**config.mk**
```make
export PLATFORM = sky130hd
export DESIGN_NAME = cover_toggle_sched
export DESIGN_NICKNAME = d
export VERILOG_FILES = /design/src/rtl/cover_pkg.sv /design/src/rtl/cover_rr_pick.sv /design/src/rtl/cover_toggle_sched.sv
export SDC_FILE = /design/constraint.sdc
export NUM_CORES = 1
export LEC_CHECK = 0
export BUFFER_PORTS_ARGS = -buffer_cell sky130_fd_sc_hd__buf_2
export CAP_MARGIN = 0
export CORE_MARGIN = 2
export CORE_UTILIZATION = 54
export CTS_BUF_LIST = sky130_fd_sc_hd__clkbuf_4 sky130_fd_sc_hd__clkbuf_8
export DETAILED_ROUTE_END_ITERATION = 6
export PLACE_DENSITY_LB_ADDON = 0.2
export SLEW_MARGIN = 0
export SYNTH_ARGS = -nofsm -noshare
export SYNTH_HDL_FRONTEND = slang
export SYNTH_SLANG_ARGS = --single-unit
```
**constraint.sdc**
```tcl
create_clock -name clock -period 10.2 [get_ports clock]
set_input_delay 1.53 -clock clock [delete_from_list [all_inputs] [get_ports clock]]
set_output_delay 1.53 -clock clock [all_outputs]
set_load 0.02 [all_outputs]
```
**src/rtl/cover_pkg.sv**
```systemverilog
// cover_pkg: shared widths for the toggle cover scheduler
package cover_pkg;
    localparam int INDEX_W = 64;
    localparam int COUNT_W = 16;
endpackage

```
**src/rtl/cover_rr_pick.sv**
```systemverilog
// cover_rr_pick: round-robin picker, lowest request strictly above ptr, wrapping to bit 0
module cover_rr_pick #(
    parameter int WIDTH = 44,
    parameter int PW = (WIDTH > 1) ? $clog2(WIDTH) : 1
) (
    input  logic [WIDTH-1:0] req,
    input  logic [PW-1:0]    ptr,
    output logic             grant_valid,
    output logic [PW-1:0]    grant_index
);
    logic          hi_found;
    logic [PW-1:0] hi_idx, lo_idx;
    // descending scan so the last hit written is the lowest index
    always_comb begin
        hi_found = 1'b0;
        hi_idx = '0;
        lo_idx = '0;
        for (int i = WIDTH - 1; i >= 0; i--) begin
            if (req[i]) begin
                lo_idx = PW'(i);
                if (i > int'(ptr)) begin
                    hi_idx = PW'(i);
                    hi_found = 1'b1;
                end
            end
        end
        grant_valid = |req;
        grant_index = hi_found ? hi_idx : lo_idx;
    end
endmodule

```
**src/rtl/cover_toggle_sched.sv**
```systemverilog
// cover_toggle_sched: toggle cover hit scheduler, one report slot; COVER_TOGGLE_DEDUP_EN adds a per-epoch seen mask
module cover_toggle_sched
    import cover_pkg::*;
#(
    parameter int WIDTH = 44,
    parameter int COVER_INDEX = 0,
    parameter int COVER_TOTAL = 10906
) (
    input  logic               clock,
    input  logic               reset,
    input  logic [WIDTH-1:0]   valid,
    input  logic               clear,
    output logic               out_valid,
    input  logic               out_ready,
    output logic [INDEX_W-1:0] out_index,
    output logic               busy,
    output logic [COUNT_W-1:0] merged_count
);
    localparam int PW = (WIDTH > 1) ? $clog2(WIDTH) : 1;

    if (COVER_INDEX + WIDTH > COVER_TOTAL) begin : g_range_check
        $error("cover_toggle_sched: COVER_INDEX+WIDTH exceeds COVER_TOTAL");
    end

    logic [WIDTH-1:0]   pending, acc, req, gmask, merge_bits, pend_n;
    logic [PW-1:0]      ptr, gidx;
    logic               gv, load, take;
    logic [COUNT_W:0]   pop, sum;

`ifdef COVER_TOGGLE_DEDUP_EN
    logic [WIDTH-1:0] seen;
    assign acc = clear ? '0 : valid & ~seen;
`else
    assign acc = clear ? '0 : valid;
`endif

    assign load = !out_valid || out_ready;
    assign req = pending | acc;
    assign take = load && gv && !clear;
    assign gmask = take ? ({{(WIDTH-1){1'b0}}, 1'b1} << gidx) : '0;
    assign merge_bits = acc & pending & ~gmask;
    assign busy = (|pending) || out_valid;

    cover_rr_pick #(.WIDTH(WIDTH), .PW(PW)) u_pick (
        .req(req),
        .ptr(ptr),
        .grant_valid(gv),
        .grant_index(gidx)
    );

    // next pending set (granted bit survives only if it was pending and hit again) and merge popcount
    always_comb begin
        pend_n = (req & ~gmask) | (acc & pending & gmask);
        pop = '0;
        for (int i = 0; i < WIDTH; i++) pop = pop + (COUNT_W+1)'(merge_bits[i]);
        sum = {1'b0, merged_count} + pop;
    end

    // state update: reset over clear over normal scheduling
    always_ff @(posedge clock) begin
        if (reset) begin
            pending <= '0;
            out_valid <= 1'b0;
            out_index <= '0;
            merged_count <= '0;
            ptr <= PW'(WIDTH - 1);
`ifdef COVER_TOGGLE_DEDUP_EN
            seen <= '0;
`endif
        end else if (clear) begin
            pending <= '0;
            merged_count <= '0;
            out_valid <= out_valid && !out_ready;
`ifdef COVER_TOGGLE_DEDUP_EN
            seen <= '0;
`endif
        end else begin
            pending <= pend_n;
            merged_count <= sum[COUNT_W] ? '1 : sum[COUNT_W-1:0];
            if (load) out_valid <= gv;
            if (take) begin
                out_index <= INDEX_W'(COVER_INDEX) + INDEX_W'(gidx);
                ptr <= gidx;
            end
`ifdef COVER_TOGGLE_DEDUP_EN
            seen <= seen | gmask;
`endif
        end
    end
endmodule

```
; ---- Word-level counts from Yosys, hierarchy flattened
; Index checks and enable logic that the tools add are counted.
[word_totals]
regBits = 73
out_inout_bits = 82
elab_cells = 336
[classes]
add_sub_neg = 44
magnitude_cmp = 43
shifts = 1
mux = 222
bitwise = 8
n_reduce_logical = 13
[op_table]
columns = op, count
row1 = $mux 6, 131
row2 = $add 17x1->17, 27
row3 = $and 44x44->44, 4
row4 = $gt 5x6->1 const A, 16
row5 = $mux 1, 88
row6 = $mux 44, 2
row7 = $or 44x44->44, 2
row8 = $reduce_or 44->1, 2
row9 = $gt 6x6->1 const A, 12
row10 = $gt 4x6->1 const A, 8
row11 = $not 44->44, 1
row12 = $shl 1x6->44 const A, 1
row13 = $gt 3x6->1 const A, 4
row14 = $add 16x1->17, 1
row15 = $add 16x17->17, 1
row16 = $add 15x1->16, 1
row17 = $mux 16, 1
row18 = $add 14x1->15, 1
row19 = $add 13x1->14, 1
row20 = $add 12x1->13, 1
row21 = $add 11x1->12, 1
row22 = $gt 2x6->1 const A, 2
row23 = $add 10x1->11, 1
row24 = $add 9x1->10, 1
row25 = other kinds (16), 21

; ---- Depth between registers and ports, before layout
[depth]
ltp_word = 137
ltp_mapped = 38

; ---- Hierarchy
; Synthesis repeated with hierarchy kept, for this count alone.
[unflattened]
cells_unflattened = 1051
hier_area_um2 = 7647.3
[by_module_without_submodules]
columns = module, n_inst, cells_per_inst, area_each_um2
row1 = cover_toggle_sched, 1, 702, 5575.3
row2 = cover_rr_pick, 1, 349, 2072.0

; ---- Least setup slack after synthesis
; Ideal clock, no wire load.
[synth_path]
kind = input to register
start = input port clear
end = register merged_count[14]
arrival_time_ps = 9996
required_ps = 10070
slack_ps = 74
path_stages = 35
path_buffers = 3
path_cell_list = buf_4 > inv_2 > a2111o_1 > or4_1 > o41ai_1 > o31ai_1 > o21a_1 > and2_1 > buf_6 > buf_6 > o311a_1 > fa_1 > inv_1 > fa_1 > inv_1 > fa_1 > inv_1 > fa_1 > fa_1 > fa_1 > inv_1 > fa_1 > inv_1 > fa_1 > fa_1 > nor2b_1 > o21ai_0 > a21boi_0 > o21ai_0 > a21boi_0 > o21a_1 > or2_2 > nand3_1 > nor4b_1 > nor3_1
[synth_via]
elab_chain_cells = 137
[synth_lines]
columns = item, line
row1 = start: declaration, cover_toggle_sched.sv:12  ; input logic clear,
row2 = $mux 44, cover_toggle_sched.sv:34  ; assign acc = clear ? '0 : valid;
row3 = $or 44x44->44, cover_toggle_sched.sv:38  ; assign req = pending | acc;
row4 = $mux 6 / $mux 1 (equally long branches), cover_rr_pick.sv:19  ; if (req[i]) begin
row5 = $mux 6 / $mux 1 (equally long branches), cover_rr_pick.sv:21  ; if (i > int'(ptr)) begin
row6 = $mux 6 / $mux 1 (equally long branches), cover_rr_pick.sv:19
row7 = $mux 6 / $mux 1 (equally long branches), cover_rr_pick.sv:21
row8 = $mux 6 / $mux 1 (equally long branches), cover_rr_pick.sv:19
row9 = $mux 6 / $mux 1 (equally long branches), cover_rr_pick.sv:21
row10 = [95 not listed], -
row11 = $add 12x1->13, cover_toggle_sched.sv:55  ; for (int i = 0; i < WIDTH; i++) pop = pop + (COUNT_W+1)'(merge_bits[i]);
row12 = $add 13x1->14, cover_toggle_sched.sv:55
row13 = $add 14x1->15, cover_toggle_sched.sv:55
row14 = $add 15x1->16, cover_toggle_sched.sv:55
row15 = $add 16x1->17, cover_toggle_sched.sv:55
row16 = $add 17x1->17 (27 in a row), cover_toggle_sched.sv:55
row17 = $add 16x17->17, cover_toggle_sched.sv:56  ; sum = {1'b0, merged_count} + pop;
row18 = $mux 16, cover_toggle_sched.sv:79  ; merged_count <= sum[COUNT_W] ? '1 : sum[COUNT_W-1:0];
row19 = end signal: assignment, cover_toggle_sched.sv:79
row20 = end: declaration, cover_toggle_sched.sv:17  ; output logic [COUNT_W-1:0] merged_count
; Several ways; a longest one is shown, not always the timed one.
; A chain may end at the register's enable or synchronous reset.

; ---- Worst setup path after layout
[layout_path]
start = input port clear
end = register merged_count[10]
; Same word-level chain as after synthesis.

==> flow_summary.html <==
<table>
<tr><th>Metric</th><th>Value</th></tr>
<tr><th colspan="2">Logic synthesis</th></tr>
<tr><td>Top cell type's share of synthesized area</td><td>17.68%</td></tr>
<tr><td>Average instance area after synthesis</td><td>7.740 sq um</td></tr>
<tr><td>Register bit total from synthesis</td><td>71</td></tr>
<tr><td>EDFF count, synth</td><td>0</td></tr>
<tr><td>Most frequent cells after synthesis</td><td>sky130_fd_sc_hd__nor2_1 (150), sky130_fd_sc_hd__o21ai_0 (88), sky130_fd_sc_hd__dfxtp_1 (71)</td></tr>
<tr><td>Most used standard cell by instance count after synthesis</td><td>sky130_fd_sc_hd__nor2_1</td></tr>
<tr><td>Netlist cell types</td><td>88</td></tr>
<tr><td>Sequential fraction of the synthesis area</td><td>17.68%</td></tr>
<tr><td>Post-synthesis cell area</td><td>8041 sq um</td></tr>
<tr><td>Most frequently used flop master after synthesis</td><td>sky130_fd_sc_hd__dfxtp_1</td></tr>
<tr><td>Synth Instances</td><td>1039</td></tr>
<tr><td>Number of warnings issued by yosys</td><td>0</td></tr>
<tr><td>Cell taking the most area after synthesis</td><td>sky130_fd_sc_hd__dfxtp_1</td></tr>
<tr><td>Dominant cells by area after synthesis</td><td>sky130_fd_sc_hd__dfxtp_1 (18%), sky130_fd_sc_hd__fa_1 (9.2%), sky130_fd_sc_hd__nor2_1 (7.0%)</td></tr>
<tr><td>Fraction of registers with async set or reset after synthesis</td><td>0%</td></tr>
<tr><th colspan="2">STA</th></tr>
<tr><td>Worst-case setup margin in the final layout</td><td>0.1766 ns</td></tr>
<tr><td>Share of the clock period used by the worst path</td><td>98.27%</td></tr>
<tr><td>Max-slew headroom at the worst pin</td><td>33.52%</td></tr>
<tr><td>Worst-Margin Slew</td><td>0.9948 ns</td></tr>
<tr><td>Total Negative Setup Slacks</td><td>0 ns</td></tr>
<tr><td>Final number of max-transition violations</td><td>0</td></tr>
<tr><td>Unrepaired setup endpoints after global routing</td><td>yes</td></tr>
<tr><td>Period minus WS final</td><td>10.02 ns</td></tr>
<tr><td>Largest clock skew in the final design</td><td>0.01686 ns</td></tr>
<tr><td>Number of failing setup endpoints in the final timing report</td><td>0</td></tr>
<tr><td>Number of endpoints with negative hold slack in the final report</td><td>0</td></tr>
<tr><td>Highest achievable clock rate</td><td>99.77 MHz</td></tr>
<tr><th colspan="2">Floorplanning</th></tr>
<tr><td>IO Pins</td><td>130</td></tr>
<tr><td>Chip width</td><td>126.0 microns</td></tr>
<tr><td>Area of the die</td><td>15880 sq um</td></tr>
<tr><td>Starting Density</td><td>55.33%</td></tr>
<tr><td>Y dimension of the die</td><td>126.0 microns</td></tr>
<tr><td>Number of core rows</td><td>44</td></tr>
<tr><td>Area of the core</td><td>14530 sq um</td></tr>
<tr><th colspan="2">Final layout</th></tr>
<tr><td>P&amp;R area growth vs syn</td><td>34.46%</td></tr>
<tr><td>Summed area of non-filler cells in the final layout</td><td>10810 sq um</td></tr>
<tr><td>Multi-input gate area</td><td>6254 sq um</td></tr>
<tr><td>Final-stage net count</td><td>1440</td></tr>
<tr><td>Footprint of the flip-flops and latches</td><td>1421 sq um</td></tr>
<tr><td>Antenna diodes</td><td>0</td></tr>
<tr><td>Share of layout cells above drive strength 1</td><td>34.58%</td></tr>
<tr><td>Layout filler cell count</td><td>1195</td></tr>
<tr><th colspan="2">Place</th></tr>
<tr><td>DP HPWL</td><td>26.50 mm</td></tr>
<tr><td>Count of input and output buffers</td><td>71</td></tr>
<tr><td>RePlAce Congestion</td><td>1.075</td></tr>
<tr><td>Place WS</td><td>-0.8817 ns</td></tr>
<tr><td>Instance area at placement</td><td>10060 sq um</td></tr>
<tr><th colspan="2">Critical path</th></tr>
<tr><td>Classification of the worst setup path</td><td>in -&gt; reg</td></tr>
<tr><td>Cell with the largest stage delay on the worst path</td><td>sky130_fd_sc_hd__fa_1</td></tr>
<tr><td>Data arrival time of the critical path</td><td>10.29 ns</td></tr>
<tr><td>Most frequent cell on the critical path</td><td>sky130_fd_sc_hd__fa_1</td></tr>
<tr><td>Critical path launch point type</td><td>input port</td></tr>
<tr><td>Data required time of the worst path</td><td>10.47 ns</td></tr>
<tr><td>Maximum fanout along the worst path</td><td>8</td></tr>
<tr><td>Slowest stage delay, CP</td><td>0.64 ns</td></tr>
<tr><td>Crit end category</td><td>flip-flop</td></tr>
<tr><th colspan="2">CTS</th></tr>
<tr><td>CTS tree</td><td>built</td></tr>
<tr><td>TritonCTS Buffers</td><td>9</td></tr>
<tr><td>Insertion delay to the later sink of the worst-skew pair</td><td>0.39 ns</td></tr>
<tr><td>Number of buffers between clock root and the deepest sink</td><td>2</td></tr>
<tr><td>Clk sink count</td><td>71</td></tr>
<tr><td>Root buf cell</td><td>sky130_fd_sc_hd__clkbuf_8</td></tr>
<tr><td>Post-cts hold buffer count</td><td>0</td></tr>
<tr><td>Clock slew at reported path FFs</td><td>0.10 ns</td></tr>
<tr><td>Number of levels in the clock H-tree</td><td>3</td></tr>
<tr><th colspan="2">Global route</th></tr>
<tr><td>Maximum number of pins on one net before global-route repair</td><td>43</td></tr>
<tr><td>Antenna violations before repair</td><td>0</td></tr>
<tr><td>Global-route wire length before repair</td><td>50.72 mm</td></tr>
<tr><td>Vias in the first global route</td><td>8950</td></tr>
<tr><td>GR Util All Layers</td><td>41.33%</td></tr>
<tr><td>Total grt overflow</td><td>0</td></tr>
<tr><th colspan="2">Route</th></tr>
<tr><td>Count of vias placed by the detailed router</td><td>9712</td></tr>
<tr><td>Routed Wire Length</td><td>34.18 mm</td></tr>
<tr><td>Post-detailed-route wirelength per cell</td><td>22.44 microns</td></tr>
<tr><td>Amount of wire on met3 after detailed routing</td><td>4.067 mm</td></tr>
<tr><td>Uppermost metal layer occupied by signal nets</td><td>met5</td></tr>
<tr><td>Detail Route Antenna Nets</td><td>0</td></tr>
<tr><td>DR vias/cell</td><td>6.377</td></tr>
<tr><td>Detailed-routing iteration count for the pre-antenna-repair pass</td><td>7</td></tr>
<tr><td>Iter 0 DRT Violations</td><td>1185</td></tr>
<tr><td>DRC violation count after routing</td><td>0</td></tr>
<tr><td>Metal-1 WL</td><td>13.64 mm</td></tr>
<tr><td>Routed met2 length</td><td>14.90 mm</td></tr>
<tr><th colspan="2">Status</th></tr>
<tr><td>Status</td><td>completed</td></tr>
<tr><th colspan="2">Run</th></tr>
<tr><td>Number of max-cap violations</td><td>0</td></tr>
<tr><th colspan="2">Power</th></tr>
<tr><td>Maximum vdd drop</td><td>0.08558 mV</td></tr>
<tr><td>Areal power density over the cells</td><td>154.8 nW/um^2</td></tr>
<tr><td>Leakage dissipation</td><td>4.771 nW</td></tr>
<tr><th colspan="2">Min path</th></tr>
<tr><td>Tightest Hold Check Type</td><td>reg -&gt; reg</td></tr>
</table>
==> layout make-up <==
| class | instances | share of cell area [%] |
|---|---|---|
| Clock buffer | 9 | 1.146 |
| Clock inverter | 7 | 0.5439 |
| Inverter | 53 | 1.886 |
| Multi-Input combinational cell | 857 | 57.83 |
| Sequential cell | 71 | 13.15 |
| Tap cell | 184 | 2.129 |
| Timing Repair Buffer | 342 | 23.32 |
==> worst paths after layout <==
| path | start | to | slack (ns) | cells past startpoint |
|---|---|---|---|---|
| setup / recovery | clear | merged_count[10] | 0.18 | 39 |
| hold / removal | out_index[5] | out_index[5] | 0.46 | 2 |
| setup reg to reg | ptr[1] | merged_count[10] | 0.40 | 37 |
| hold reg to reg | out_index[5] | out_index[5] | 0.46 | 2 |
==> metal layers <==
layer | up-vias | global-route usage, %
met5 | - | 0
met4 | 2 | 16.87
met3 | 120 | 11.68
met2 | 659 | 62.68
met1 | 4568 | 55.56
li1 | 4363 | -
==> worst max-delay path: cells and delay by family <==
family	cells	cell delay (ns)
adders and majority gates	9	4.38
buffers and inverters	11	1.17
xor gates and xnor gates	1	0.10
AOI/OAI and AO/OA	11	1.87
and+or+nand+nor	7	1.20
==> placed cells by master (no fill, tap or decap), drive strengths merged, types with 13 or more instances in the layout <==
master / n
buf: 340
nor2: 150
o21ai: 91
dfxtp: 71
conb: 58
inv: 58
nor2b: 47
o211ai: 45
a2111oi: 45
nand2: 43
a21oi: 42
fa: 37
ha: 21
nor3: 18
or2: 16
o21bai: 15
nor4: 13
nand3: 13
==> where the power goes <==
| group | internal [W] | switching [W] |
|---|---|---|
| clock network | 0.0000926 | 0.000139 |
| registers | 0.000299 | 0.0000445 |
| logic | 0.000456 | 0.000644 |
==> flip-flops by register name, summed over array words and instances, names as in the netlist <==
register	count
merged_count	16
out_index	4
out_valid	1
pending	44
ptr	6
==> kinds of logic after synthesis <==
kind of cell	Yosys count	synth area share [%]
AO/OA/AOI/OAI	375	34.57
AND/OR/NAND/NOR	358	22.73
buffers and inverters	168	11.59
flip-flops	71	17.68
adder cells (fa/ha/maj)	58	12.48
XOR/XNOR	6	0.6535
multiplexers	2	0.2490
other	1	0.04663
==> per-stage QoR <==
stage / utilization [%] / hold WS [ns] / power, W / instances
after global routing: 74.40 / 0.4731 / 0.001744 / 1523
after CTS: 70.93 / 0.4570 / 0.001556 / 1506
final: 74.40 / 0.4556 / 0.001674 / 1523
after floorplan: - / 0.5264 / 0.0008740 / 1096
after global placement: 69.21 / 0.4411 / 0.001307 / 1490
after detailed placement: 69.21 / 0.4439 / 0.001314 / 1490
==> repair_timing <==
item	CTS	global route
pin swaps	7	59
buffers inserted	0	15
gates resized for setup	14	83
setup endpoints to repair	16	16
gates cloned	0	3
(Power assumes the default switching activity.)
